`config.mk`:
```
export PLATFORM = sky130hd
export DESIGN_NAME = ro_measure_sequencer
export DESIGN_NICKNAME = d
export VERILOG_FILES = /design/src/rtl/ro_sensor_pkg.sv /design/src/rtl/ro_seq_timer.sv /design/src/rtl/ro_measure_sequencer.sv
export SDC_FILE = /design/constraint.sdc
export NUM_CORES = 1
export LEC_CHECK = 0
export BUFFER_PORTS_ARGS = -buffer_cell sky130_fd_sc_hd__buf_2
export CORE_ASPECT_RATIO = 1.25
export CORE_MARGIN = 3
export CORE_UTILIZATION = 55
export DETAILED_ROUTE_END_ITERATION = 6
export PLACE_DENSITY = 0.89
export SLEW_MARGIN = 20
export SYNTH_ARGS = -nofsm -noshare
export SYNTH_HDL_FRONTEND = slang
export SYNTH_HIERARCHICAL = 1
export SYNTH_SLANG_ARGS = --single-unit
```
`constraint.sdc`:
```
create_clock -name clk -period 3 [get_ports clk]
set_input_delay 0.6 -clock clk [delete_from_list [all_inputs] [get_ports clk]]
set_output_delay 0.6 -clock clk [all_outputs]
set_load 0.02 [all_outputs]
```
`src/rtl/ro_sensor_pkg.sv`:
```
// Shared types and defaults for the ring-oscillator measurement sequencer.
// Holds the FSM state encoding, oscillator ids and default timing parameters.
package ro_sensor_pkg;

    typedef enum logic [2:0] {
        ST_IDLE   = 3'd0,
        ST_SETTLE = 3'd1,
        ST_COUNT  = 3'd2,
        ST_LATCH  = 3'd3,
        ST_REPORT = 3'd4
    } seq_state_t;

    localparam logic OSC_INV  = 1'b0;
    localparam logic OSC_NAND = 1'b1;

    localparam int DEF_SETTLE_CYC = 16;
    localparam int DEF_WINDOW_CYC = 1024;
    localparam int DEF_CNT_W      = 16;

    localparam int          TIMER_W   = 16;
    localparam logic [15:0] LATCH_CYC = 16'd2;

    function automatic logic first_osc(input logic [1:0] mask);
        return mask[0] ? OSC_INV : OSC_NAND;
    endfunction

endpackage

```
`src/rtl/ro_seq_timer.sv`:
```
// Loadable 16-bit down-counter; done flags the last cycle of a loaded interval.
// Load takes effect on the next edge; stops at zero, no backpressure.
module ro_seq_timer (
    input  logic        clk,
    input  logic        rst_n,
    input  logic        load,
    input  logic [15:0] load_val,
    output logic [15:0] value,
    output logic        done
);

    logic [15:0] cnt;

    always_ff @(posedge clk or negedge rst_n) begin
        if (!rst_n) begin
            cnt <= 16'd0;
        end else if (load) begin
            cnt <= load_val;
        end else if (cnt != 16'd0) begin
            cnt <= cnt - 16'd1;
        end
    end

    assign value = cnt;
    assign done  = (cnt == 16'd1);

endmodule

```
`src/rtl/ro_measure_sequencer.sv`:
```
// Sequences settle/count/latch/report for the inverter and NAND ring oscillators.
// All outputs registered (aligned with state); result held until res_valid&res_ready.
module ro_measure_sequencer
    import ro_sensor_pkg::*;
#(
    parameter int SETTLE_CYC = DEF_SETTLE_CYC,
    parameter int WINDOW_CYC = DEF_WINDOW_CYC,
    parameter int CNT_W      = DEF_CNT_W
) (
    input  logic             clk,
    input  logic             rst_n,
    input  logic             start,
    input  logic             cont,
    input  logic             stop,
    input  logic [1:0]       osc_mask,
    output logic             en_inv_osc,
    output logic             en_nand_osc,
    output logic             osc_sel,
    output logic             cnt_clr,
    output logic             cnt_gate,
    input  logic [CNT_W-1:0] cnt_value,
    output logic             res_valid,
    input  logic             res_ready,
    output logic [CNT_W-1:0] res_data,
    output logic             res_osc,
    output logic             busy
);

    localparam logic [15:0] SETTLE_LD = 16'(SETTLE_CYC);
    localparam logic [15:0] WINDOW_LD = 16'(WINDOW_CYC);

    seq_state_t state, state_n;
    logic       osc_cur, osc_n;
    logic [1:0] mask_q, mask_n;
    logic       stop_pending, stop_pend_n;

    logic        t_load;
    logic [15:0] t_load_val;
    logic [15:0] t_value;
    logic        t_done;

    logic en_inv_n, en_nand_n, osc_sel_n, cnt_clr_n, cnt_gate_n, res_valid_n, busy_n;
    logic xfer;
    logic capture;

    assign xfer    = res_valid && res_ready;
    assign capture = (state == ST_LATCH) && (t_value == 16'd1);

    ro_seq_timer u_timer (
        .clk      (clk),
        .rst_n    (rst_n),
        .load     (t_load),
        .load_val (t_load_val),
        .value    (t_value),
        .done     (t_done)
    );

    // State register, output registers and result capture
    always_ff @(posedge clk or negedge rst_n) begin
        if (!rst_n) begin
            state        <= ST_IDLE;
            osc_cur      <= OSC_INV;
            mask_q       <= 2'b00;
            stop_pending <= 1'b0;
            en_inv_osc   <= 1'b0;
            en_nand_osc  <= 1'b0;
            osc_sel      <= 1'b0;
            cnt_clr      <= 1'b0;
            cnt_gate     <= 1'b0;
            res_valid    <= 1'b0;
            busy         <= 1'b0;
            res_data     <= '0;
            res_osc      <= 1'b0;
        end else begin
            state        <= state_n;
            osc_cur      <= osc_n;
            mask_q       <= mask_n;
            stop_pending <= stop_pend_n;
            en_inv_osc   <= en_inv_n;
            en_nand_osc  <= en_nand_n;
            osc_sel      <= osc_sel_n;
            cnt_clr      <= cnt_clr_n;
            cnt_gate     <= cnt_gate_n;
            res_valid    <= res_valid_n;
            busy         <= busy_n;
            if (capture) begin
                res_data <= cnt_value;
                res_osc  <= osc_cur;
            end
        end
    end

    // Next-state logic
    always_comb begin
        state_n     = state;
        osc_n       = osc_cur;
        mask_n      = mask_q;
        stop_pend_n = stop_pending;
        case (state)
            ST_IDLE: begin
                if (start && !stop && (osc_mask != 2'b00)) begin
                    state_n = ST_SETTLE;
                    mask_n  = osc_mask;
                    osc_n   = first_osc(osc_mask);
                end
            end
            ST_SETTLE: begin
                if (stop)        state_n = ST_IDLE;
                else if (t_done) state_n = ST_COUNT;
            end
            ST_COUNT: begin
                if (stop)        state_n = ST_IDLE;
                else if (t_done) state_n = ST_LATCH;
            end
            ST_LATCH: begin
                if (stop)   stop_pend_n = 1'b1;
                if (t_done) state_n = ST_REPORT;
            end
            ST_REPORT: begin
                if (stop) stop_pend_n = 1'b1;
                if (xfer) begin
                    // A stop seen during LATCH/REPORT ends the sweep after this result
                    if (stop_pending || stop) begin
                        state_n = ST_IDLE;
                    end else if ((osc_cur == OSC_INV) && mask_q[1]) begin
                        state_n = ST_SETTLE;
                        osc_n   = OSC_NAND;
                    end else if (cont && (osc_mask != 2'b00)) begin
                        state_n = ST_SETTLE;
                        mask_n  = osc_mask;
                        osc_n   = first_osc(osc_mask);
                    end else begin
                        state_n = ST_IDLE;
                    end
                end
            end
            default: state_n = ST_IDLE;
        endcase
        if (state_n == ST_IDLE) stop_pend_n = 1'b0;
    end

    // Output logic: computed from the next state so registered outputs track state
    always_comb begin
        t_load      = (state_n != state);
        t_load_val  = 16'd0;
        case (state_n)
            ST_SETTLE: t_load_val = SETTLE_LD;
            ST_COUNT:  t_load_val = WINDOW_LD;
            ST_LATCH:  t_load_val = LATCH_CYC;
            default:   t_load_val = 16'd0;
        endcase
        en_inv_n    = ((state_n == ST_SETTLE) || (state_n == ST_COUNT)) && (osc_n == OSC_INV);
        en_nand_n   = ((state_n == ST_SETTLE) || (state_n == ST_COUNT)) && (osc_n == OSC_NAND);
        osc_sel_n   = (state_n != ST_IDLE) ? osc_n : 1'b0;
        cnt_clr_n   = (state_n == ST_SETTLE);
        cnt_gate_n  = (state_n == ST_COUNT);
        res_valid_n = (state_n == ST_REPORT);
        busy_n      = (state_n != ST_IDLE);
    end

endmodule

```
==> metrics.md, run 1 <==
| Metric | Value |
|---|---|
| Critical path class | reg -> reg |
| Status | complete, no violations |
| Cts bufs inserted | 5 |
| RSZ-0062 raised after global routing | no |
| R2R cell count | 11 |
| Worst-Margin Slew | 977 ps |
| FF/Latch Area | 1150 µm² |
| Yosys warning count | 6 |
| Largest delay share family, worst path | compound AO/OA/AOI/OAI gates |
| Share of layout cells above drive strength 1 | 32.7% |
| GR Overflow Total | 0 |
| Rows | 26 |
| Number of port buffers | 47 |
| Tmin final | 2720 ps |
| Post-synthesis sequential area ratio | 47.4% |
| Primary FF master, synth | dfrtp_1 |
| Hold Path Class | in -> async |
| Startpoint types | flop |
| Fmax | 368 MHz |
| MaxCap Viol Count | 0 |
| DP Area | 2810 µm² |
| Clk_skew | 3.71 ps |
| Worst Setup End Kind | flop |
| GPL Wtd Cong | 0.904 |
| Initial DRC count | 219 |
| CP Max Fanout | 10 |
| Vias in the first global route | 2008 |
| Crit path from | u_timer/value[9]$_DFFE_PN0P_ |
| Worst path most repeated cell | nor3b_1 |
| Diodes inserted | 0 |
| Pwr Total | 1.83 mW |
| Critical Path, Cell by Cell | nor4_4 > nand2_1 > nor2_2 > nor3b_1 > o21ai_0 > o2111a_2 > nor4b_1 > a21oi_1 > buf_4 > nor3b_1 > a221o_1 |
| Nets | 325 |
| Mapped Avg Cell Area | 10.6 µm² |
| Router iterations before antenna repair | 4 |
| Clk slew on worst S/H paths | 90 ps |
| Pwr Density | 629 nW/µm² |
| Fillers | 298 |
| CP bufs+invs | 1 |
| Die area | 5250 µm² |
| Post-synth EDFFs | 0 |
| H-tree depth | 2 |
| Clk sink count | 46 |
| Placed cells | 348 |
| Synth cell types | 60 |
| Post-route cell area | 2900 µm² |
| Die Y | 80.3 µm |
| Drt drc | 0 |
| Launch point of the worst reg-to-reg path | u_timer/value[9]$_DFFE_PN0P_ |
| Post-Syn Area | 2430 µm² |
| Hold Fails Final Rpt | 0 |
| FF-to-FF End | u_timer/value[15]$_DFFE_PN0P_ |
| Slowest CP cell | dfrtp_1 |
| Max-slew violations | 0 |
| Skew-Pair Late Insertion Delay | 300 ps |
| Multi-input gate area | 1230 µm² |
| Routed vias/inst | 5.72 |
| Async SR Flop Fraction | 100% |
| Final setup viols | 0 |
| Mapped Cells | 230 |
| Antenna violations before repair | 0 |
| Worst Path Required | 3200 ps |
| Area of the core | 4160 µm² |
| Max-Slew Margin vs Limit | 34.9% |
| Cell leakage power | 1.46 nW |
| Routed wire length per instance | 15.0 µm |
| P&R area growth vs syn | 19.6% |
| Maximum clock insertion buffer count | 2 |
| Setup slack, reg-to-reg | 280 ps |
| Starting Density | 58.3% |
| DRT Wirelength | 5330 µm |
| Critical Path AT | 2910 ps |
| Final Cycle Share | 90.6% |
| First-pass GRT wire length | 9070 µm |
| Root buf cell | clkbuf_8 |
| Final antenna-violating net count | 0 |
| Die X | 65.4 µm |
| Largest net degree at the start of global routing | 47 |
| I/O pin count | 48 |
| GRT Overall Usage | 22.4% |
| Crit-path max cell delay | 480 ps |
| Worst VDD drop | 334 µV |
| Post-route setup TNS | 0 ps |
| CTS tree | built |
| Yosys reg bits | 46 |
| # hold bufs at CTS | 0 |
| Finished Layout Cells | 356 |
| Via Count | 2038 |
| Hpwl dp | 3980 µm |
[how the worst max path moves through the flow]
stage | endpoint | slack (ps) | cells past startpoint
final | u_timer/value[15]$_DFFE_PN0P_ | 280 | 11
after global routing | u_timer/value[6]$_DFFE_PN0P_ | 60 | 12
after CTS | u_timer/value[13]$_DFFE_PN0P_ | 140 | 11
after detailed placement | u_timer/value[13]$_DFFE_PN0P_ | 160 | 11
after global placement | u_timer/value[13]$_DFFE_PN0P_ | 320 | 11
after floorplan | u_timer/value[13]$_DFFE_PN0P_ | 230 | 12
[synth_stat cells (2+ instances only)]
| library cell | instances | share of area [%] |
|---|---|---|
| dfrtp_1 | 46 | 47 |
| nand2_1 | 22 | 3.4 |
| nor2_1 | 18 | 2.8 |
| mux2_2 | 17 | 7.9 |
| o21ai_0 | 13 | 2.7 |
| inv_1 | 12 | 1.9 |
| a21oi_1 | 9 | 1.9 |
| nand3_1 | 8 | 1.6 |
| nor4_1 | 5 | 1.3 |
| nor3b_1 | 4 | 1.2 |
| nor4_4 | 4 | 3.5 |
| buf_2 | 3 | 0.62 |
| nand2b_1 | 3 | 0.77 |
| nand4_1 | 3 | 0.77 |
| nand4b_1 | 3 | 1.1 |
| nor2b_1 | 3 | 0.77 |
| nor3_1 | 3 | 0.62 |
| nor4b_1 | 3 | 1.1 |
| a22o_1 | 2 | 0.72 |
| a31oi_1 | 2 | 0.52 |
| and3b_1 | 2 | 0.72 |
| buf_6 | 2 | 0.93 |
| clkbuf_1 | 2 | 0.31 |
| ha_1 | 2 | 1.0 |
| mux2_1 | 2 | 0.93 |
| xnor2_1 | 2 | 0.72 |
| xor2_1 | 2 | 0.72 |
[routing by layer]
metal,share of wire [%],up-vias,track usage (%)
met5,0,-,0
met4,2.8,0,9.75
met3,6.5,18,4.62
met2,52,95,39.8
met1,38,965,25.5
li1,-,960,-
[cells by family after synthesis]
family                   Yosys count  share of synthesized area, %
buffers and inverters             20                          3.86
multiplexers                      20                          9.22
AO/OA/AOI/OAI                     42                          11.5
XOR/XNOR                           4                          1.44
flip-flops                        46                          47.4
other                              1                         0.154
AND/OR/NAND/NOR                   95                          25.3
adder cells (fa/ha/maj)            2                          1.03
[power breakdown]
group / leakage (nW) / internal (mW) / switching [mW]
Combinational: 0.814 / 0.254 / 0.299
Sequential: 0.607 / 0.708 / 0.176
Clock: 0.0408 / 0.167 / 0.222
Total: 1.46 / 1.13 / 0.697
[what timing repair did]
item,CTS,global route
setup endpoints to repair,0,7
endpoints found under the hold margin,0,0
gates resized for setup,0,2
buffers inserted,0,0
[cell usage in the layout, fill, tap and decap left out, types with 9 or more instances in the layout]
master   synthesis  final
inv_1           12     12
nor2_1          18     17
o21ai_0         13     13
mux2_2          17     17
conb_1           1     13
buf_2            3     47
buf_4            0     10
dfrtp_1         46     46
a21oi_1          9      9
nand2_1         22     22
[cell type report]
type | instances | share of cell area (%)
inverters | 13 | 1.68
flip-flops and latches | 46 | 39.6
multi-input cells | 176 | 42.4
clock buffers | 5 | 2.37
well taps | 56 | 2.41
repair buffers | 57 | 10.7
clock inverters | 3 | 0.819
[through the flow]
stage	utilization, %	setup slack, ps	hold slack (ps)
detailed placement	67.5	156	477
finish	69.7	283	450
CTS	69.7	136	475
global route	69.7	63.0	505
floorplan	-	231	304
global placement	67.5	322	462
No activity file was read; power rests on OpenSTA's default activity.
==> inputs of run 2 (changes only) <==
--- a/config.mk
+++ b/config.mk
@@ -5,12 +5,13 @@
 export SDC_FILE = /design/constraint.sdc
 export NUM_CORES = 1
 export LEC_CHECK = 0
+export ABC_AREA = 1
 export BUFFER_PORTS_ARGS = -buffer_cell sky130_fd_sc_hd__buf_2
 export CORE_ASPECT_RATIO = 1.25
 export CORE_MARGIN = 3
-export CORE_UTILIZATION = 55
+export CORE_UTILIZATION = 56
 export DETAILED_ROUTE_END_ITERATION = 6
-export PLACE_DENSITY = 0.89
+export PLACE_DENSITY = 0.88
 export SLEW_MARGIN = 20
 export SYNTH_ARGS = -nofsm -noshare
 export SYNTH_HDL_FRONTEND = slang
==> run 2 against run 1 <==
  * Power up 0.24%
  * First-iteration DRC count down 23%
  * Via count up 18%
  * Non-clock buffer count down 7
  * Hold slack worse by 160 ps
  * Area after synthesis up 18%
  * Global-route usage down 0.45 points
  * Critical path depth up 7
  * Synthesized cell count up 58%
  * Sequential power down 4.9%
  * Wire length up 13%
==> metrics.md, run 2 <==
| Metric | Value |
|---|---|
| Cell leakage power | 1.83 nW (+25%) |
| Slowest CP cell | dfrtp_1 |
| I/O pin count | 48 (unchanged) |
| Drt drc | 0 (unchanged) |
| Critical Path, Cell by Cell | nor2_1 > nand2_2 > inv_1 > nand3_1 > nor3_1 > buf_4 > nor2_1 > nor2_1 > nand3_1 > nand3_2 > nand2_1 > nand3_1 > inv_2 > or2_2 > nand2_1 > inv_1 > nand2_1 > inv_1 |
| Pwr Density | 558 nW/µm² (-11%) |
| Post-synth EDFFs | 0 (unchanged) |
| Largest net degree at the start of global routing | 47 (unchanged) |
| Max-slew violations | 0 (unchanged) |
| Logic pwr share | 33.4% (+3.1 points) |
| Clk sink count | 46 (unchanged) |
| Area of the core | 4830 µm² (+16%) |
| GPL Wtd Cong | 0.877 (-2.9%) |
| Initial DRC count | 169 (-23%) |
| Cts bufs inserted | 5 (unchanged) |
| Primary FF master, synth | dfrtp_1 |
| Sequential power share | 46.0% (-2.4 points) |
| H-tree depth | 2 (unchanged) |
| Routed vias/inst | 4.93 (-14%) |
| Mapped Cells | 363 (+58%) |
| Number of port buffers | 47 (unchanged) |
| Clk_skew | 8.56 ps (+4.85 ps) |
| Maximum clock insertion buffer count | 2 (unchanged) |
| Most frequent cells in the layout | 111 x nand2_1, 49 x inv_1, 46 x dfrtp_1, 46 x buf_2, 36 x nor2_1 |
| Skew-Pair Late Insertion Delay | 310 ps (about the same) |
| Top-count cell post-synth | nand2_1 |
| Clk slew on worst S/H paths | 90 ps (about the same) |
| Post-synthesis sequential area ratio | 40.1% (-7.3 points) |
| Hpwl dp | 4780 µm (+20%) |
| Rows | 28 (+7.7%) |
| Yosys warning count | 6 (unchanged) |
| CP bufs+invs | 5 (+4) |
| Final antenna-violating net count | 0 (unchanged) |
| Via Count | 2403 (+18%) |
| Fillers | 390 (+31%) |
| Die Y | 86.0 µm (+7.1%) |
| Die X | 70.0 µm (+7.0%) |
| Status | complete, no violations |
| Cell internal pwr | 1.09 mW (-3.8%) |
| CP Max Fanout | 7 (-3) |
| Post-Syn Area | 2870 µm² (+18%) |
| Yosys reg bits | 46 (unchanged) |
| Routed wire length per instance | 12.4 µm (-17%) |
| Crit-path max cell delay | 450 ps (-30 ps) |
| Critical Path AT | 2880 ps (-30 ps) |
| Critical path class | reg -> reg |
| Router iterations before antenna repair | 4 (unchanged) |
| Clock group share of total power | 20.7% (-0.6 points) |
| Final Core Density | 67.9% (-1.9 points) |
| Async SR Flop Fraction | 100% (unchanged) |
| Hold Path Class | in -> async |
| Net Sw Power | 0.744 mW (+6.8%) |
| # hold bufs at CTS | 0 (unchanged) |
| Synth area leaders | dfrtp_1 40%, nand2_1 15%, inv_1 6.4%, o21ai_2 5.2%, nor2_1 4.7% |
| Placed cells | 479 (+38%) |
| Post-CTS Resized | 0 (unchanged) |
| Top-area cell type share of the netlist area | 40.1% (-7.3 points) |
| Fmax | 375 MHz (+1.9%) |
| Area leader, netlist | dfrtp_1 |
| Max-Slew Margin vs Limit | 60.9% (+26 points) |
| Sw Share | 40.6% (+2.5 points) |
| # Post-CTS Setup Buffers | 0 (unchanged) |
| Worst-Margin Slew | 586 ps (-391 ps) |
| P&R area growth vs syn | 14.4% |
| Largest delay share family, worst path | simple AND/OR/NAND/NOR gates |
| First-pass GRT wire length | 10600 µm (+17%) |
| Diodes inserted | 0 (unchanged) |
| Worst Path Required | 3210 ps (about the same) |
| Mapped Avg Cell Area | 7.90 µm² (-25%) |
| Finished Layout Cells | 487 (+37%) |
| Worst VDD drop | 377 µV (+13%) |
| RSZ-0062 raised after global routing | no |
| Worst Setup End Kind | flop |
| GR Overflow Total | 0 (unchanged) |
| Post-route setup TNS | 0 ps (unchanged) |
| Tmin final | 2670 ps (-50.5 ps) |
| CTS tree | built |
| Final setup viols | 0 (unchanged) |
| Most common cell after layout, fill and taps aside | nand2_1 |
| Synth cell types | 34 (-43%) |
| Starting Density | 59.3% (+0.99 points) |
| Final Cycle Share | 88.9% (-1.7 points) |
| Vias in the first global route | 2492 (+24%) |
| Share of layout cells above drive strength 1 | 28.6% (-4.1 points) |
| Nets | 452 (+39%) |
| Root buf cell | clkbuf_8 |
| Antenna violations before repair | 0 (unchanged) |
| MaxCap Viol Count | 0 (unchanged) |
| Startpoint types | flop |
| GRT Overall Usage | 21.9% (-0.45 points) |
| Die area | 6020 µm² (+15%) |
| Hold Fails Final Rpt | 0 (unchanged) |
| DRT Wirelength | 6040 µm (+13%) |
| Post-synth top cells | 111 x nand2_1, 49 x inv_1, 46 x dfrtp_1, 36 x nor2_1, 21 x nand3_1 |
[run 2: cell types whose count changed in the layout (fill, tap and decap cells not counted), sizes merged, moves of 14 or more]
cell / before / now
nand2: 22 / 129
inv: 14 / 54
nor2: 18 / 49
mux2: 19 / 0
nand3: 8 / 25
o21ai: 14 / 28
[run 2: kinds of logic (layout without fill, tap and decap cells)]
kind of cell | after synthesis | after routing | share of synthesized area (%)
other cells | 1 | 13 | 0.131
fa+ha+maj | 2 | 2 | 0.872
simple gates | 213 | 213 | 38.9
buf+inv | 60 | 112 | 9.12
flops | 46 | 46 | 40.1
compound gates | 36 | 36 | 9.34
xor+xnor | 5 | 5 | 1.53
[run 2: stage by stage]
step           hold WS [ps]  instance area, µm²  total power, mW  setup slack [ps]
2_1_floorplan           304                2910             1.31               392
3_3_place_gp            457                3190             1.43               470
3_5_place_dp            463                3190             1.45               383
4_1_cts                 486                3280             1.84               347
5_1_grt                 328                3280             1.96              73.6
6_report                293                3280             1.83               334
[run 2: area by class of cell]
cell class | count | area, µm² | area share (%)
multi-input cells | 269 | 1500 | 45.7
flip-flops and latches | 46 | 1150 | 35.1
repair buffers | 50 | 260 | 7.93
inverters | 54 | 205 | 6.25
well taps | 60 | 75.1 | 2.29
clock buffers | 5 | 68.8 | 2.10
clock inverters | 3 | 21.3 | 0.648
[run 2: path summary, 6_finish.rpt]
kind | cells after the start | endpoint | slack, ps | start
worst max register to register | 18 | u_timer/value[14]$_DFFE_PN0P_ | 330 | u_timer/value[7]$_DFFE_PN0P_
max in group asynchronous | 1 | state[0]$_DFF_PN0_ | 2320 | rst_n
min in group clk | 2 | res_data[3]$_DFFE_PN0P_ | 480 | res_data[3]$_DFFE_PN0P_
worst max-delay path | 18 | u_timer/value[14]$_DFFE_PN0P_ | 330 | u_timer/value[7]$_DFFE_PN0P_
worst min register to register | 2 | res_data[3]$_DFFE_PN0P_ | 480 | res_data[3]$_DFFE_PN0P_
worst min-delay path | 1 | u_timer/value[13]$_DFFE_PN0P_ | 290 | rst_n
[run 2: per-layer routing]
| layer | vias up | wire length (µm) | track usage, % | part of all wire [%] |
|---|---|---|---|---|
| met5 | - | 0 | 0 | 0 |
| met1 | 1099 | 2390 | 24.2 | 40 |
| met4 | 0 | 175 | 10.1 | 2.9 |
| met2 | 55 | 3240 | 40.3 | 54 |
| li1 | 1232 | - | - | - |
| met3 | 17 | 227 | 4.22 | 3.8 |
[run 2: power by group through the flow]
stage               logic (mW)  clock network, mW  registers (mW)
floorplan                0.484                  0           0.823
global placement         0.589                  0           0.841
detailed placement       0.601                  0           0.852
CTS                      0.607              0.395           0.840
global route             0.689              0.421           0.855
finish                   0.611              0.378           0.841
==> inputs of run 3 (changes only) <==
==> constraint.sdc (replaced) <==
create_clock -name clk -period 2.85 [get_ports clk]
set_input_delay 0.57 -clock clk [delete_from_list [all_inputs] [get_ports clk]]
set_output_delay 0.57 -clock clk [all_outputs]
set_load 0.02 [all_outputs]
==> run 3 against run 2 <==
  * Cell count is 0.82% higher
  * Via count is 4.4% higher
  * Critical path depth increased by 2
  * Sequential cell count did not move
  * Sequential power rose by 6.2%
  * Clock power grew 11%
  * Global-route usage up 1.1 points
  * Register-to-register slack worse by 130 ps
  * Highest routed layer unchanged
  * Setup slack got worse by 130 ps
  * Design area up 2.1%
  * Largest cell class unchanged
  * Combinational power is 17% higher
  * Fmax is 0.91% higher
==> metrics.md, run 3 (synthesized netlist as in run 2, its figures left out) <==
| Metric | Value |
|---|---|
| Final setup viols | 0 (unchanged) |
| Worst path most repeated cell | inv_1 |
| Hpwl dp | 4910 µm (+2.7%) |
| Starting Density | 59.3% (unchanged) |
| Largest delay share family, worst path | simple AND/OR/NAND/NOR gates |
| Final antenna-violating net count | 0 (unchanged) |
| Most frequent cells in the layout | 111 x nand2_1, 49 x inv_1, 47 x buf_2 |
| Crit-path max cell delay | 470 ps (+20 ps) |
| Hold Fails Final Rpt | 0 (unchanged) |
| Clk slew on worst S/H paths | 90 ps (about the same) |
| Antenna violations before repair | 0 (unchanged) |
| Most common cell after layout, fill and taps aside | nand2_1 |
| Rows | 28 (unchanged) |
| Pwr Total | 2.03 mW (+11%) |
| Fmax | 379 MHz (+0.91%) |
| Routed vias/inst | 5.11 (+3.5%) |
| Worst Path Required | 3060 ps (-150 ps) |
| Critical Path, Cell by Cell | nor2_4 > nand2_4 > inv_1 > nand3_1 > nor3_2 > buf_4 > inv_1 > nand2_1 > nor2_1 > nand2_4 > nand2_4 > nor2_8 > nand3_1 > nand3_2 > inv_2 > or2_2 > nand2_1 > inv_1 > nand2_1 > inv_1 |
| Largest net degree at the start of global routing | 35 (-26%) |
| Diodes inserted | 0 (unchanged) |
| Pwr Density | 605 nW/µm² (+8.4%) |
| Max-slew violations | 0 (unchanged) |
| Worst-Margin Slew | 573 ps (-12.8 ps) |
| Hold Path Class | in -> async |
| Die X | 70.0 µm (unchanged) |
| Clk_skew | 12.0 ps (+3.44 ps) |
| MaxCap Viol Count | 0 (unchanged) |
| CTS tree | built |
| Cell leakage power | 1.86 nW (+1.7%) |
| Die Y | 86.0 µm (unchanged) |
| Vias in the first global route | 2409 (-3.3%) |
| RSZ-0062 raised after global routing | no |
| CP bufs+invs | 6 (+1) |
| Fillers | 383 (-1.8%) |
| Skew-Pair Late Insertion Delay | 310 ps (about the same) |
| GPL Wtd Cong | 0.895 (+2.1%) |
| GR Overflow Total | 0 (unchanged) |
| Area of the core | 4830 µm² (unchanged) |
| Drt drc | 0 (unchanged) |
| Critical Path AT | 2850 ps (-30 ps) |
| P&R area growth vs syn | 16.8% |
| Router iterations before antenna repair | 4 (unchanged) |
| Startpoint types | flop |
| Maximum clock insertion buffer count | 2 (unchanged) |
| GRT Overall Usage | 23.0% (+1.1 points) |
| Nets | 456 (+0.88%) |
| Critical path class | reg -> reg |
| CP Max Fanout | 7 (unchanged) |
| Max-Slew Margin vs Limit | 61.7% (+0.85 points) |
| H-tree depth | 2 (unchanged) |
| Worst Setup End Kind | flop |
| Routed wire length per instance | 13.3 µm (+7.1%) |
| Status | complete, no violations |
| I/O pin count | 48 (unchanged) |
| Share of layout cells above drive strength 1 | 31.1% (+2.5 points) |
| Die area | 6020 µm² (unchanged) |
| Slowest CP cell | dfrtp_2 |
| DRT Wirelength | 6520 µm (+8.0%) |
| Root buf cell | clkbuf_8 |
| Clk sink count | 46 (unchanged) |
| Initial DRC count | 184 (+8.9%) |
| # hold bufs at CTS | 0 (unchanged) |
| First-pass GRT wire length | 11000 µm (+3.6%) |
| Via Count | 2508 (+4.4%) |
| Worst VDD drop | 376 µV (-0.21%) |
| Cts bufs inserted | 5 (unchanged) |
| Final Cycle Share | 92.7% (+3.8 points) |
| Post-route setup TNS | 0 ps (unchanged) |
| Number of port buffers | 47 (unchanged) |
| Tmin final | 2640 ps (-24.1 ps) |
[run 3: worst register-to-register path: stages (launching register included)]
cell and delay [ps]:
dfrtp_2 470, nor2_4 140, nand2_4 100, inv_1 100
nand3_1 90, nor3_2 210, buf_4 160, inv_1 80
nand2_1 70, nor2_1 70, nand2_4 80, nand2_4 60
nor2_8 140, nand3_1 100, nand3_2 130, inv_2 90
or2_2 280, nand2_1 60, inv_1 40, nand2_1 50
inv_1 30
[run 3: layout make-up]
cell class,instances,area (µm²),area share [%]
Multi-Input combinational cell,269,1530,45.8
Sequential cell,46,1150,34.5
Timing Repair Buffer,54,288,8.59
Inverter,54,205,6.12
Tap cell,60,75.1,2.24
Clock buffer,5,68.8,2.05
Clock inverter,3,25.0,0.747
[run 3: metrics by stage]
stage / util [%] / hold slack, ps / cells / setup slack [ps] / cell area [µm²]
floorplan: - / 274 / 375 / 242 / 2910
global placement: 66.1 / 457 / 480 / 276 / 3200
detailed placement: 66.1 / 462 / 480 / 171 / 3200
CTS: 68.1 / 211 / 488 / 116 / 3290
global route: 69.3 / 206 / 491 / 33.7 / 3350
finish: 69.3 / 195 / 491 / 208 / 3350
[run 3: repair_timing]
| action | 4_1_cts | 5_1_grt |
|---|---|---|
| gates resized for setup | 0 | 11 |
| setup buffers | 0 | 3 |
| endpoints found under the setup margin | 0 | 15 |
[run 3: worst paths after layout]
path / startpoint / end / slack [ps] / cells after the start
worst max-delay path: u_timer/value[7]$_DFFE_PN0P_ / u_timer/value[14]$_DFFE_PN0P_ / 210 / 20
worst min-delay path: rst_n / u_timer/value[8]$_DFFE_PN0P_ / 200 / 1
worst max register to register: u_timer/value[7]$_DFFE_PN0P_ / u_timer/value[14]$_DFFE_PN0P_ / 210 / 20
worst min register to register: res_data[4]$_DFFE_PN0P_ / res_data[4]$_DFFE_PN0P_ / 480 / 2
max in group asynchronous: rst_n / state[0]$_DFF_PN0_ / 1920 / 2
min in group clk: res_data[4]$_DFFE_PN0P_ / res_data[4]$_DFFE_PN0P_ / 480 / 2
[run 3: power by group]
group	switching (mW)	total, mW	internal (mW)	leakage (nW)
Sequential	0.144	0.893	0.749	0.522
Combinational	0.456	0.713	0.258	1.29
Clock	0.242	0.420	0.177	0.0447
Total	0.841	2.03	1.18	1.86
[run 3: per-layer routing]
layer	part of all wire [%]	track usage, %	up-vias
met2	54	40.5	69
met5	0	0	-
met4	3.2	10.8	0
li1	-	-	1239
met3	4.0	3.99	20
met1	39	27.1	1180
